--- src/rtl/keypad_pkg.sv ---
// Shared keypad types and constants, also used by the display path.
package keypad_pkg;

  localparam int unsigned ROW_W = 4;
  localparam int unsigned COL_W = 4;
  localparam int unsigned KEY_W = 4;

  localparam logic [ROW_W-1:0] NO_ROW = 4'b1111;

  typedef enum logic [2:0] {
    SETTLE,
    WAIT,
    DEBOUNCE,
    PRESSED,
    HOLD
  } state_t;

  // Entry {row,col} occupies nibble row*4+col; rows: 123A / 456B / 789C / E0FD.
  localparam logic [63:0] KEYMAP_TABLE = 64'hDF0E_C987_B654_A321;

  function automatic logic [KEY_W-1:0] keymap(input logic [1:0] row_idx,
                                               input logic [1:0] col_idx);
    logic [5:0] base;
    base = 6'({row_idx, col_idx, 2'b00});
    return KEYMAP_TABLE[base +: 4];
  endfunction

endpackage

--- src/rtl/keypad_scanner_if.sv ---
// Scanner <-> synchronizer / display bundle.
interface keypad_scanner_if;
  import keypad_pkg::*;

  logic [ROW_W-1:0] synchrows;
  logic             synch_done;
  logic             WE_synch;
  logic [COL_W-1:0] cols;
  logic [KEY_W-1:0] key;
  logic             key_valid;

  modport master (
    input  synchrows, synch_done,
    output WE_synch, cols, key, key_valid
  );

  modport slave (
    output synchrows, synch_done,
    input  WE_synch, cols, key, key_valid
  );
endinterface

--- src/rtl/keypad_scanner_stable_counter.sv ---
// Counts consecutive cycles where pattern equals reference; flags the terminal cycle.
module stable_counter
  import keypad_pkg::*;
#(
  parameter int unsigned LIMIT = 20000
) (
  input  logic             clk,
  input  logic             reset,
  input  logic             clear,
  input  logic             enable,
  input  logic [ROW_W-1:0] pattern,
  input  logic [ROW_W-1:0] reference,
  output logic             match_c,
  output logic             term_c
);
  localparam int unsigned CNT_W = $clog2(LIMIT);

  logic [CNT_W-1:0] cnt;

  assign match_c = (pattern == reference);
  assign term_c  = match_c && (cnt == CNT_W'(LIMIT - 1));

  // A mismatch or the terminal cycle both restart the run, so cnt never wraps.
  always_ff @(posedge clk) begin
    if (reset || clear) begin
      cnt <= '0;
    end else if (enable) begin
      cnt <= (match_c && !term_c) ? cnt + 1'b1 : '0;
    end
  end
endmodule

--- src/rtl/keypad_scanner.sv ---
// 4x4 keypad column scanner with press/release debounce and one key pulse per press.
module keypad_scanner
  import keypad_pkg::*;
#(
  parameter int unsigned DEBOUNCE_CYCLES = 20000
) (
  input  logic              clk,
  input  logic              reset,
  keypad_scanner_if.master  bus
);
  state_t           state_q, state_d;
  logic [1:0]       col_q, col_d;
  logic [ROW_W-1:0] row_lat_q, row_lat_d;
  logic [COL_W-1:0] cols_q;
  logic [KEY_W-1:0] key_q, key_d;
  logic             key_valid_q, key_valid_d;
  logic             we_q, we_d;
  logic [1:0]       row_idx;
  logic             cnt_clear, cnt_enable;
  logic [ROW_W-1:0] cnt_ref;
  logic             match_c, term_c;

  stable_counter #(.LIMIT(DEBOUNCE_CYCLES)) u_stable (
    .clk       (clk),
    .reset     (reset),
    .clear     (cnt_clear),
    .enable    (cnt_enable),
    .pattern   (bus.synchrows),
    .reference (cnt_ref),
    .match_c   (match_c),
    .term_c    (term_c)
  );

  always_comb begin
    state_d     = state_q;
    col_d       = col_q;
    row_lat_d   = row_lat_q;
    key_d       = key_q;
    key_valid_d = 1'b0;
    row_idx     = '0;
    cnt_enable  = (state_q == DEBOUNCE) || (state_q == HOLD);
    cnt_clear   = !cnt_enable;
    cnt_ref     = (state_q == HOLD) ? NO_ROW : row_lat_q;

    // Lowest-index low row wins.
    for (int i = ROW_W - 1; i >= 0; i--) begin
      if (!row_lat_q[i]) row_idx = 2'(i);
    end

    unique case (state_q)
      SETTLE: state_d = WAIT;
      WAIT: begin
        if (bus.synch_done) begin
          if (bus.synchrows == NO_ROW) begin
            col_d   = col_q + 2'd1;
            state_d = SETTLE;
          end else begin
            row_lat_d = bus.synchrows;
            state_d   = DEBOUNCE;
          end
        end
      end
      DEBOUNCE: begin
        if (match_c) begin
          if (term_c) state_d = PRESSED;
        end else if (bus.synchrows == NO_ROW) begin
          col_d   = col_q + 2'd1;
          state_d = SETTLE;
        end else begin
          row_lat_d = bus.synchrows;
        end
      end
      PRESSED: state_d = HOLD;
      HOLD: begin
        if (term_c) begin
          col_d   = col_q + 2'd1;
          state_d = SETTLE;
        end
      end
      default: state_d = SETTLE;
    endcase

    we_d = (state_d != SETTLE);
    if (state_d == PRESSED) begin
      key_valid_d = 1'b1;
      key_d       = keymap(row_idx, col_q);
    end
  end

  always_ff @(posedge clk) begin
    if (reset) begin
      state_q     <= SETTLE;
      col_q       <= '0;
      row_lat_q   <= NO_ROW;
      cols_q      <= 4'b1110;
      we_q        <= 1'b0;
      key_q       <= '0;
      key_valid_q <= 1'b0;
    end else begin
      state_q     <= state_d;
      col_q       <= col_d;
      row_lat_q   <= row_lat_d;
      cols_q      <= ~(COL_W'(1) << col_d);
      we_q        <= we_d;
      key_q       <= key_d;
      key_valid_q <= key_valid_d;
    end
  end

  assign bus.cols      = cols_q;
  assign bus.WE_synch  = we_q;
  assign bus.key       = key_q;
  assign bus.key_valid = key_valid_q;
endmodule

--- src/flat_wrapper.sv ---
// flat-port wrapper written by rule: the top's interface ports become plain ports
module keypad_scanner_flat import keypad_pkg::*;
#(
  parameter int unsigned DEBOUNCE_CYCLES = 20000
)
  (clk, reset, bus_synchrows, bus_synch_done, bus_WE_synch, bus_cols, bus_key, bus_key_valid);
  keypad_scanner_if bus_i ();
  input  logic clk;
  input  logic reset;
  input wire logic [$bits(bus_i.synchrows)-1:0] bus_synchrows;
  input wire logic [$bits(bus_i.synch_done)-1:0] bus_synch_done;
  output wire logic [$bits(bus_i.WE_synch)-1:0] bus_WE_synch;
  output wire logic [$bits(bus_i.cols)-1:0] bus_cols;
  output wire logic [$bits(bus_i.key)-1:0] bus_key;
  output wire logic [$bits(bus_i.key_valid)-1:0] bus_key_valid;
  assign bus_i.synchrows = bus_synchrows;
  assign bus_i.synch_done = bus_synch_done;
  assign bus_WE_synch = bus_i.WE_synch;
  assign bus_cols = bus_i.cols;
  assign bus_key = bus_i.key;
  assign bus_key_valid = bus_i.key_valid;
  keypad_scanner #(.DEBOUNCE_CYCLES(DEBOUNCE_CYCLES)) u_core (.clk(clk), .reset(reset), .bus(bus_i));
endmodule
--- config.mk ---
export PLATFORM = sky130hd
export DESIGN_NAME = keypad_scanner_flat
export DESIGN_NICKNAME = d
export VERILOG_FILES = /design/src/rtl/keypad_pkg.sv /design/src/rtl/keypad_scanner_if.sv /design/src/rtl/keypad_scanner_stable_counter.sv /design/src/rtl/keypad_scanner.sv /design/src/flat_wrapper.sv
export SDC_FILE = /design/constraint.sdc
export NUM_CORES = 1
export LEC_CHECK = 0
export ABC_AREA = 1
export CORE_MARGIN = 5
export CORE_UTILIZATION = 25
export CTS_CLUSTER_SIZE = 28
export DETAILED_ROUTE_END_ITERATION = 10
export DONT_BUFFER_PORTS = 1
export MAX_ROUTING_LAYER = met4
export PLACE_DENSITY = 0.47
export SETUP_SLACK_MARGIN = 0.4
export SLEW_MARGIN = 25
export SYNTH_ARGS = -nofsm -noshare
export SYNTH_HDL_FRONTEND = slang
export SYNTH_HIERARCHICAL = 1
export SYNTH_SLANG_ARGS = --single-unit
--- constraint.sdc ---
create_clock -name clk -period 3.6 [get_ports clk]
set_input_delay 0.54 -clock clk [delete_from_list [all_inputs] [get_ports clk]]
set_output_delay 0.54 -clock clk [all_outputs]
set_load 0.02 [all_outputs]
# == After elaboration in Yosys (flattened, before gate mapping) ==
# Index checks and enable logic that the tools add are counted.
# op_classes
add_sub_neg,2
n_eq_ne,10
shift,2
n_mux,23
bitwise,1
reduce_logical,10
# ops
op,count
64-bit by 7-bit variable part select with 4-bit output (first input constant),1
2-bit two-way mux,9
4-bit two-way mux,4
15-bit by 1-bit adder with 15-bit output (second input constant),1
15-bit == test (second input constant),1
15-bit two-way mux,1
3-bit two-way mux,5
3-bit one-hot mux with 5 select lines,1
3-bit by 2-bit == test with 1-bit output (second input constant),3
4-bit one-hot mux with 2 select lines,1
2-bit one-hot mux with 3 select lines,1
4-bit == test,1
4-bit == test (second input constant),1
2-bit != test (second input constant),2
4-bit NOT,1
1-bit by 2-bit left shift with 4-bit output (first input constant),1
3-bit by 1-bit == test with 1-bit output (second input constant),1
3-bit == test (second input constant),1
3-bit zero test,1
3-bit AND reduction,1
3-bit nonzero test,1
2-bit by 1-bit adder with 2-bit output (second input constant),1
1-bit logical AND,2
1-bit zero test,2
3 further kinds,4
# word_totals
regBits,34
inputBits,7
out_inout_bits,10
wordCells,56

# == Depth between registers and ports, before layout ==
# Gate-level depths: netlist of the first run.
# logic_depth
depth_word,9
ltp_mapped,16
mapped_depth_nobuf,16

# == Hierarchy ==
# The synthesis of the first run kept the hierarchy.
# by_module_without_submodules
mod,instances,cells_each,area_per_inst_um2,seq_area_each_um2
keypad_scanner,1,151,1043.5,380.4
stable_counter,1,130,933.4,300.3

# == Least setup slack after synthesis of the first run ==
# No wires, ideal clock.
# synth_path
kind,register -> register
from,register u_core.state_q[0]
to,register u_core.cols_q[1] (netlist: u_core/bus.cols[1])
setup_time_ns,0.121
t_arrival_ns,1.794
t_required_ns,3.479
slack_ns,1.684
stages_incl_launch_ff,11
path_buffers,0
period_less_slack_ns,1.916
path_cell_list,dfxtp_1 -> nor3_4 -> or2_2 -> xnor2_1 -> nand2_1 -> nor3_1 -> nand2_1 -> nand3_2 -> nand2_1 -> nand2_2 -> nand3_1
# synth_via
elab_chain_cells,8
elab_cells_between_ends,11
cone_classes,4 x eq/ne; 1 x shift; 4 x mux; 1 x bitwise; 1 x reduce/logical
# synth_rtl
element,line,rtl
"start, declared",keypad_scanner.sv:11,"state_t state_q, state_d;"
"start signal, assigned",keypad_scanner.sv:100,state_q <= state_d;
3-bit == test,keypad_scanner.sv:43,cnt_ref = (state_q == HOLD) ? NO_ROW : row_lat_q;
4-bit two-way mux,keypad_scanner.sv:43,
net u_core.cnt_ref[2],keypad_scanner.sv:20,logic [ROW_W-1:0] cnt_ref;
4-bit == test,keypad_scanner_stable_counter.sv:20,assign match_c = (pattern == reference);
1-bit logical AND,keypad_scanner_stable_counter.sv:21,assign term_c = match_c && (cnt == CNT_W'(LIMIT - 1));
net u_core.term_c,keypad_scanner.sv:21,"logic match_c, term_c;"
2-bit two-way mux,keypad_scanner.sv:75,if (term_c) begin
2-bit one-hot mux with 3 select lines,keypad_scanner.sv:50,unique case (state_q)
1-bit by 2-bit left shift with 4-bit output,keypad_scanner.sv:103,cols_q <= ~(COL_W'(1) << col_d);
4-bit NOT,keypad_scanner.sv:103,
"end signal, assigned",keypad_scanner.sv:103,
"end, declared",keypad_scanner.sv:14,logic [COL_W-1:0] cols_q;
# The timed path passes the listed nets, and every way through them passes these cells.
# A chain may end at the register's enable or synchronous reset.

# == Worst setup path in the final report of the first run ==
# Same ends and word-level chain as after synthesis.

==> flow_summary.json, run 1 <==
{
  "status": "finished clean",
  "path_cells": "nor3_4 -> or2_2 -> xnor2_1 -> nand2_1 -> nor3_1 -> nand2_1 -> nand3_2 -> nand2_1 -> nand2_2 -> nand3_1",
  "hold_viol_final": 0,
  "yosysTopAreaCell": "dfxtp_1",
  "vias_per_cell": 4.16,
  "clock.fmax_mhz": 475,
  "synth-xor-area-share_pct": 3.99,
  "synth_seq_area_share_pct": 34.4,
  "p_leak_nw": 0.906,
  "drive_above_1_share_pct": 16.5,
  "max-cap-violations": 0,
  "dp_cells": 379,
  "hp-class": "input pin to register",
  "nets": 297,
  "grt_pass1_wl_um": 7190,
  "grt_util_met2_pct": 14.0,
  "hold_buffers": 0,
  "p_per_area_nw_per_um2": 383,
  "use_met3_pct": 3.18,
  "htree_levels": 2,
  "syn_avg_cell_area_um2": 7.04,
  "diodes": 0,
  "cp-startpoint": "u_core/state_q[0]",
  "cts_tree": "done",
  "worstSetupPathType": "register to register",
  "r2r-end": "u_core/bus.cols[1]",
  "grt.total_usage_pct": 9.20,
  "wl_per_cell_um": 10.4,
  "r2r_cells": 10,
  "syn_area_um2": 1980,
  "worstMarginPinSlew_ns": 0.369,
  "reg2reg_from": "u_core/state_q[0]",
  "antenna_found_initial": 0,
  "crit_buf_inv": 0,
  "hpwl_um": 3110,
  "cts_buffers": 5,
  "row_count": 32,
  "synthMuxAreaShare_pct": 0.506,
  "grt_max_degree": 15,
  "synthTopCellsByArea": "dfxtp_1 34%, nand2_1 14%, inv_1 7.2%",
  "detail-route-antenna-nets": 0,
  "setup_viol_count_final": 0,
  "clkLatencyLatePin_ns": 0.29,
  "met1_usage_pct": 11.3,
  "grt_overflow_total": 0,
  "dieHeight_um": 98.9,
  "clk_pin_slew_ns": 0.07,
  "ir_drop_mv": 0.119,
  "pin_count": 17,
  "cp_slowest_stage_delay_ns": 0.49,
  "fillers": 858,
  "yosysTopAreaCellShare_pct": 34.4,
  "initial_core_util_pct": 25.6,
  "grt_setup_unrepaired": "no",
  "critical_path_cell_count": 10,
  "cpMostUsedCell": "nand2_1",
  "finClkSkew_ns": 0.00760,
  "grt_pass1_vias": 1570,
  "drv_slew": 0,
  "cts_buffer_depth": 2,
  "synth_seq_cells": 34,
  "area_delta_synth_final_pct": 8.80,
  "synth.distinct_cells": 33,
  "crit_path_end_kind": "register",
  "clock-sinks": 34,
  "busiest_layer": "met2",
  "synth_compound_area_share_pct": 4.43,
  "stdcell_count": 387,
  "fp.dieW_um": 98.9,
  "postCtsSetupRepairBufs": 0,
  "io_buffer_count": 0,
  "postSynthCellCount": 281,
  "dieArea_um2": 9790,
  "drcViolationCount": 0,
  "routed_wl_um": 4030,
  "synthAdderAreaFrac_pct": 3.80,
  "cp-start-kind": "register",
  "place_congestion": 0.817,
  "crit_fanout": 5,
  "crit_slowest_cell": "dfxtp_1",
  "relSlewSlack_pct": 75.4,
  "finalSetupTns_ns": 0,
  "worstPathRequired_ns": 3.76,
  "finalHoldWorstSlack_ns": 0.308,
  "period_share_pct": 58.5,
  "cts-root-buf": "clkbuf_8",
  "dr.pass1.iters": 4,
  "cts_resized": 0,
  "worst_ep_arrival_time_ns": 2.27,
  "yosys.area_share.simple_pct": 42.4,
  "yosysWarningCount": 6,
  "vias": 1609,
  "first_iter_violations": 68,
  "syn_nets": 294,
  "synth_top_family_by_area": "simple AND/OR/NAND/NOR gates",
  "fin_crit_ns": 2.11,
  "r2r_slack_ns": 1.49,
  "core_area_um2": 7730,
  "critPathTopFamily": "simple AND/OR/NAND/NOR gates",
  "endpoint": "u_core/bus.cols[1]"
}
[stage by stage]
| step | power, mW | area, µm² | setup slack [ns] | util [%] |
|---|---|---|---|---|
| CTS | 0.844 | 2150 | 1.48 | 27.8 |
| global placement | 0.539 | 2060 | 1.52 | 26.7 |
| detailed placement | 0.539 | 2060 | 1.49 | 26.7 |
| global route | 0.879 | 2150 | 1.27 | 27.8 |
| finish | 0.825 | 2150 | 1.49 | 27.8 |
| floorplan | 0.522 | 1980 | 1.68 | - |
[state kept, by name, summed over array words and instances (netlist names)]
register              flops
u_core/state_q            3
u_core/bus.cols           4
u_core/u_stable/cnt      15
u_core/row_lat_q          4
u_core/col_q              2
u_core/bus.WE_synch       1
u_core/bus.key_valid      1
u_core/bus.key            4
[placed cells by master, fill, tap and decap left out, types with 4 or more instances in the layout]
cell / Yosys / layout
a21oi_1: 4 / 4
clkbuf_8: 1 / 6
dfxtp_1: 34 / 34
ha_1: 6 / 6
inv_1: 38 / 38
inv_2: 5 / 5
nand2_1: 72 / 72
nand2_2: 7 / 7
nand3_1: 22 / 22
nand3_2: 5 / 5
nand4_1: 5 / 5
nor2_1: 32 / 32
nor2_2: 13 / 13
xnor2_1: 4 / 4
xor2_1: 5 / 5
[how the worst min path moves through the flow]
stage                        start             endpoint  slack (ns)  cells after the start
4_1_cts                      reset  u_core/bus.WE_synch        0.30                      1
3_5_place_dp   u_core/row_lat_q[3]  u_core/row_lat_q[3]        0.50                      2
5_1_grt                      reset  u_core/bus.WE_synch        0.29                      1
3_3_place_gp   u_core/row_lat_q[3]  u_core/row_lat_q[3]        0.50                      2
6_report                     reset  u_core/bus.WE_synch        0.31                      1
2_1_floorplan  u_core/row_lat_q[3]  u_core/row_lat_q[3]        0.46                      2
[power breakdown]
group	internal [mW]	total, mW	leakage, nW	switching, mW
clock	0.154	0.296	0.0482	0.141
combinational	0.0444	0.124	0.583	0.0795
sequential	0.388	0.405	0.276	0.0167
[synthesized netlist by cell type, drive strengths merged]
cell / number
o22ai: 2
inv: 43
dfxtp: 34
nor2: 46
a21oi: 5
or2: 4
nand2: 80
buf: 1
nand4: 5
mux2i: 1
ha: 6
nor3: 5
nand3b: 1
o21bai: 2
a31oi: 1
nand3: 28
xnor2: 4
xor2: 5
o21ai: 5
clkbuf: 3
[per-layer routing]
metal / share of wire, % / wire length, µm / up-vias
met5: 0 / 0 / -
met4: 1.7 / 68 / 0
met3: 4.3 / 175 / 6
met2: 45 / 1790 / 14
met1: 49 / 1990 / 717
li1: - / - / 872
[cell families (layout without fill, tap and decap cells)]
family          count (synthesis)  count (layout)
fa+ha+maj                       6               6
simple gates                  169             169
flops                          34              34
compound gates                 15              15
mux                             1               1
xor+xnor                        9               9
buf+inv                        47              51
[worst reg2reg max path, stage by stage, from the launching register on]
cell,delay (ns)
dfxtp_1,0.49
nor3_4,0.10
or2_2,0.29
xnor2_1,0.16
nand2_1,0.10
nor3_1,0.33
nand2_1,0.18
nand3_2,0.11
nand2_1,0.06
nand2_2,0.09
nand3_1,0.08
[cell type report]
cell class	instances	area (µm²)	area share (%)
inverter	43	161	7.50
multi-input combinational	200	1090	50.7
clock inverter	1	5.00	0.233
tap	102	128	5.93
clock buffer	7	86.3	4.01
sequential	34	681	31.6
Power figures use the tool's default switching activity.
==> run 2, diff against run 1 <==
--- a/config.mk
+++ b/config.mk
@@ -12,7 +12,7 @@
 export DETAILED_ROUTE_END_ITERATION = 10
 export DONT_BUFFER_PORTS = 1
 export MAX_ROUTING_LAYER = met4
-export PLACE_DENSITY = 0.47
+export PLACE_DENSITY = 0.49
 export SETUP_SLACK_MARGIN = 0.4
 export SLEW_MARGIN = 25
 export SYNTH_ARGS = -nofsm -noshare
==> constraint.sdc (replaced) <==
create_clock -name clk -period 1.78 [get_ports clk]
set_input_delay 0.267 -clock clk [delete_from_list [all_inputs] [get_ports clk]]
set_output_delay 0.267 -clock clk [all_outputs]
set_load 0.02 [all_outputs]
==> run 2 against run 1 <==
  * The run now ends with negative setup slack left
  * Core utilization rose by 7.1 points
  * Critical path depth rose by 2
  * Setup slack got worse by 1.6 ns
  * Hold slack got worse by 0.28 ns
  * Via count rose by 11%
  * Clock power rose by 100%
  * Die area did not move
  * Global-route usage rose by 1.0 points
  * First-iteration DRC count fell by 12%
==> flow_summary.json, run 2 (same netlist as run 1, synthesis figures left out) <==
{
  "status": "finished, violations left",
  "violations": "negative setup slack",
  "m1WireLength_um": 2120,
  "drv_slew": 0,
  "fin_crit_ns": 1.86,
  "crit_path_end_kind": "register",
  "hpwl_um": 3190,
  "p_leak_nw": 1.11,
  "wl_per_cell_um": 11.3,
  "r2r_cells": 12,
  "dieArea_um2": 9790,
  "setup_ws_ns": -0.0822,
  "cp_slowest_stage_delay_ns": 0.36,
  "antenna_found_initial": 0,
  "grt_max_degree": 12,
  "initial_core_util_pct": 25.6,
  "grt.total_usage_pct": 10.2,
  "finalPower_mw": 1.79,
  "detail-route-antenna-nets": 0,
  "crit_slowest_cell": "dfxtp_4",
  "clk_pin_slew_ns": 0.07,
  "worst_ep_arrival_time_ns": 2.09,
  "cp-start-kind": "register",
  "cts_buffer_depth": 2,
  "top_layer_used": "met4",
  "fp.dieW_um": 98.9,
  "area_delta_synth_final_pct": 36.5,
  "cts-root-buf": "clkbuf_8",
  "clkLatencyLatePin_ns": 0.29,
  "wl_met2_um": 2290,
  "largest_reg_flops": 15,
  "row_count": 32,
  "hp-class": "input pin to register",
  "drcViolationCount": 0,
  "period_share_pct": 105,
  "dieHeight_um": 98.9,
  "first_iter_violations": 60,
  "ir_drop_mv": 0.314,
  "wl_met3_um": 218,
  "most-common-layout-cells": "61 x nand2_1, 33 x inv_1, 29 x dfxtp_1",
  "hold_viol_final": 0,
  "grt_setup_unrepaired": "yes",
  "mostFrequentLayoutCell": "nand2_1",
  "grt_pass1_vias": 1725,
  "vias": 1781,
  "worstPathRequired_ns": 2.01,
  "grt_pass1_wl_um": 7850,
  "top_register": "u_core/u_stable/cnt",
  "max-cap-violations": 0,
  "worstMarginPinSlew_ns": 0.487,
  "vias_per_cell": 4.27,
  "finClkSkew_ns": 0.00641,
  "core_area_um2": 7730,
  "pin_count": 17,
  "drive_above_1_share_pct": 40.3,
  "relSlewSlack_pct": 67.5,
  "cts_tree": "done",
  "crit_fanout": 4,
  "finish.utilization_pct": 34.9,
  "path_cells": "nor3_4 -> inv_2 -> nand2_2 -> nand2_1 -> nand2_1 -> nand2_2 -> nor3_4 -> nand3_2 -> buf_4 -> nand3_1 -> nor2_1 -> a21oi_2",
  "nets": 327,
  "io_buffer_count": 0,
  "cts_buffers": 5,
  "p_per_area_nw_per_um2": 663,
  "diodes": 0,
  "clock.fmax_mhz": 537,
  "setup_viol_count_final": 9,
  "worstSetupPathType": "register to register",
  "dr.pass1.iters": 4,
  "hold_depth": 1,
  "htree_levels": 2,
  "place_congestion": 0.786,
  "routed_wl_um": 4730,
  "pre_cts_ws_ns": -0.0527,
  "clock-sinks": 34,
  "grt_overflow_total": 0
}
==> run 2: changes by cell type in the layout (fill, tap and decap cells not counted), sizes merged <==
cell    delta
buf       +29
nand2      +1
inv        -1
clkinv     +1
==> run 2: stage by stage <==
step	hold WS, ns	instances	setup TNS [ns]	cell area (µm²)
final	0.0266	417	-0.442	2700
after global routing	0.0104	417	-3.24	2700
after CTS	0.0229	406	-0.0563	2430
after detailed placement	0.335	394	-0.269	2200
after global placement	0.333	394	-0.209	2200
after floorplan	0.380	281	0	2010
==> run 2: routing by layer <==
metal,track usage (%),up-vias
li1,-,935
met1,11.4,815
met2,16.9,21
met3,3.18,10
met4,4.10,0
met5,-,-
==> run 2: area by class of cell <==
cell class | instances | area [µm²]
Timing Repair Buffer | 29 | 248
Tap cell | 102 | 128
Clock inverter | 1 | 5.00
Clock buffer | 7 | 86.3
Fill cell | 772 | 5030
Inverter | 43 | 169
Sequential cell | 34 | 694
Multi-Input combinational cell | 201 | 1370
==> run 2: worst paths after layout <==
| check | startpoint | to | slack [ns] |
|---|---|---|---|
| setup / recovery | u_core/state_q[1] | u_core/bus.WE_synch | -0.08 |
| hold / removal | reset | u_core/state_q[2] | 0.03 |
| setup reg to reg | u_core/state_q[1] | u_core/bus.WE_synch | -0.08 |
| hold reg to reg | u_core/row_lat_q[3] | u_core/row_lat_q[3] | 0.52 |
==> run 2: worst max-delay path: cells and delay by family, from the launching register on <==
kind,cells,cell delay [ns]
and+or+nand+nor,9,1.09
AOI/OAI and AO/OA,1,0.10
buffers and inverters,2,0.26
DFF,1,0.36
==> run 2: where the power goes <==
part	leakage [nW]	switching, mW	internal, mW
logic	0.781	0.222	0.150
registers	0.279	0.0267	0.785
clock network	0.0482	0.294	0.312
total	1.11	0.542	1.25
==> run 2: repair_timing <==
| item | CTS | global route |
|---|---|---|
| resized for setup | 31 | 45 |
| buffers inserted | 3 | 11 |
| setup endpoints to repair | 34 | 34 |
| pin swaps | 21 | 23 |
| cloned | 1 | 0 |
| hold buffers | 0 | 0 |
==> run 3, diff against run 2 <==
--- a/config.mk
+++ b/config.mk
@@ -12,7 +12,7 @@
 export DETAILED_ROUTE_END_ITERATION = 10
 export DONT_BUFFER_PORTS = 1
 export MAX_ROUTING_LAYER = met4
-export PLACE_DENSITY = 0.49
+export PLACE_DENSITY_LB_ADDON = 0.12
 export SETUP_SLACK_MARGIN = 0.4
 export SLEW_MARGIN = 25
 export SYNTH_ARGS = -nofsm -noshare
==> run 3 against run 2 <==
  * Clock power grew 13%
  * Maximum frequency shrank 0.76%
  * Global-route usage grew 0.14 points
  * Power grew 3.8%
  * The run still ends with negative setup slack left
  * Largest power group unchanged
  * Die area is the same
==> flow_summary.json, run 3 (same netlist as run 1, synthesis figures left out) <==
{
  "clk_pin_slew_ns": 0.08,
  "area_delta_synth_final_pct": 32.0,
  "dr.pass1.iters": 4,
  "violations": "negative setup slack",
  "finalHoldWorstSlack_ns": 0.0278,
  "internal_power_mw": 1.32,
  "hp-class": "input pin to register",
  "multiInputGateArea_um2": 1290,
  "grt_pass1_wl_um": 7920,
  "grt_max_degree": 15,
  "dieHeight_um": 98.9,
  "row_count": 32,
  "worstSetupPathType": "register to register",
  "antenna_found_initial": 0,
  "cts_buffer_depth": 2,
  "path_cells": "inv_4 -> nor3_4 -> inv_2 -> nand2_2 -> xnor2_2 -> nand2_2 -> nor2_4 -> inv_2 -> nand3_4 -> nand3_2 -> nand2_1 -> nand2_2 -> inv_2 -> nand3_2",
  "setup_ws_ns": -0.0964,
  "dp_cells": 403,
  "top_register": "u_core/u_stable/cnt",
  "initial_core_util_pct": 25.6,
  "fp.dieW_um": 98.9,
  "finish.utilization_pct": 33.8,
  "p_per_area_nw_per_um2": 712,
  "crit_buf_inv": 4,
  "dieArea_um2": 9790,
  "vias_per_cell": 4.13,
  "drv_slew": 0,
  "drcViolationCount": 0,
  "crit_fanout": 5,
  "hpwl_um": 3590,
  "worstPathRequired_ns": 1.94,
  "wl_met3_um": 177,
  "fin_crit_ns": 1.88,
  "p_sw_mw": 0.537,
  "m1WireLength_um": 2230,
  "min-delay-start": "reset",
  "drive_above_1_share_pct": 36.2,
  "wl_per_cell_um": 11.5,
  "nets": 327,
  "crit_path_end_kind": "register",
  "pin_count": 17,
  "ir_drop_mv": 0.253,
  "first_iter_violations": 45,
  "routed_wl_um": 4810,
  "grt_pass1_vias": 1684,
  "most-common-layout-cells": "59 x nand2_1, 33 x inv_1, 31 x dfxtp_1",
  "cts_tree": "done",
  "finalPower_mw": 1.86,
  "p_leak_nw": 1.12,
  "clock.fmax_mhz": 533,
  "critPathTopFamily": "simple AND/OR/NAND/NOR gates",
  "cp-startpoint": "u_core/state_q[2]",
  "grt.total_usage_pct": 10.3,
  "seq_power_share_pct": 43.6,
  "grt_setup_unrepaired": "yes",
  "reg2reg_from": "u_core/state_q[2]",
  "cts-root-buf": "clkbuf_8",
  "status": "finished, violations left",
  "grt_overflow_total": 0,
  "wl_met2_um": 2320,
  "io_buffer_count": 0,
  "hold_viol_final": 0,
  "place_congestion": 0.771,
  "max-cap-violations": 0,
  "worstMarginPinSlew_ns": 0.776,
  "setup_viol_count_final": 29,
  "cts_buffers": 5,
  "core_area_um2": 7730,
  "crit_slowest_cell": "dfxtp_4",
  "comb_power_share_pct": 19.6,
  "clkLatencyLatePin_ns": 0.29,
  "stdcell_count": 417,
  "mostFrequentLayoutCell": "nand2_1",
  "clkPwrFrac_pct": 36.7,
  "diodes": 0,
  "swShare_pct": 28.9,
  "period_share_pct": 105,
  "regArea_um2": 689,
  "cp_slowest_stage_delay_ns": 0.36,
  "vias": 1723,
  "r2r_slack_ns": -0.1,
  "fillers": 837,
  "detail-route-antenna-nets": 0,
  "htree_levels": 2,
  "largest_reg_flops": 15,
  "clock-sinks": 34,
  "relSlewSlack_pct": 48.1,
  "finClkSkew_ns": 0.00962,
  "top_layer_used": "met4",
  "worst_ep_arrival_time_ns": 2.03,
  "cp-start-kind": "register"
}
==> run 3: cell types whose count changed in the layout (fill, tap and decap cells not counted), sizes merged <==
cell | before | now
clkinv | 2 | 0
clkbuf | 7 | 8
inv | 42 | 43
==> run 3: power groups by stage <==
stage | combinational, mW | sequential [mW] | clock [mW]
2_1_floorplan | 0.232 | 0.831 | 0
3_3_place_gp | 0.298 | 0.828 | 0
3_5_place_dp | 0.297 | 0.828 | 0
4_1_cts | 0.319 | 0.811 | 0.713
5_1_grt | 0.411 | 0.814 | 0.739
6_report | 0.365 | 0.811 | 0.682
==> run 3: final timing paths <==
kind | endpoint | depth (start not counted)
worst max-delay path | u_core/bus.cols[2] | 14
worst min-delay path | u_core/state_q[1] | 1
worst max register to register | u_core/bus.cols[2] | 14
worst min register to register | u_core/row_lat_q[3] | 2
==> run 3: per-layer routing <==
metal  GRT usage (%)  vias up
met5               -        -
met4            4.10        0
met3            2.55        8
met2            16.4       22
met1            12.6      756
li1                -      937
==> run 3: cell type report <==
class	count	area share, %
Clock buffer	8	4.22
Inverter	43	6.38
Multi-Input combinational cell	201	49.5
Sequential cell	34	26.4
Tap cell	102	4.89
Timing Repair Buffer	29	8.63
==> run 3: what timing repair did <==
action,4_1_cts,5_1_grt
gates cloned,0,1
endpoints found under the setup margin,34,34
gates resized for setup,11,38
hold buffers,0,0
pin swaps,12,28
setup buffers,1,4
==> run 3: worst register-to-register path, stage by stage, from the launching register on <==
cell and delay, ns:
dfxtp_4 0.36, inv_4 0.04, nor3_4 0.26, inv_2 0.10
nand2_2 0.09, xnor2_2 0.11, nand2_2 0.10, nor2_4 0.17
inv_2 0.07, nand3_4 0.07, nand3_2 0.08, nand2_1 0.08
nand2_2 0.10, inv_2 0.07, nand3_2 0.05
==> run 3: per-stage QoR <==
stage          worst slack [ns]  area (µm²)  TNS (ns)
2_1_floorplan             0.104        2010         0
3_3_place_gp             -0.143        2270     -1.87
3_5_place_dp             -0.145        2270     -1.68
4_1_cts                  -0.145        2430     -2.82
5_1_grt                  -0.230        2610     -5.93
6_report                -0.0964        2610     -1.45
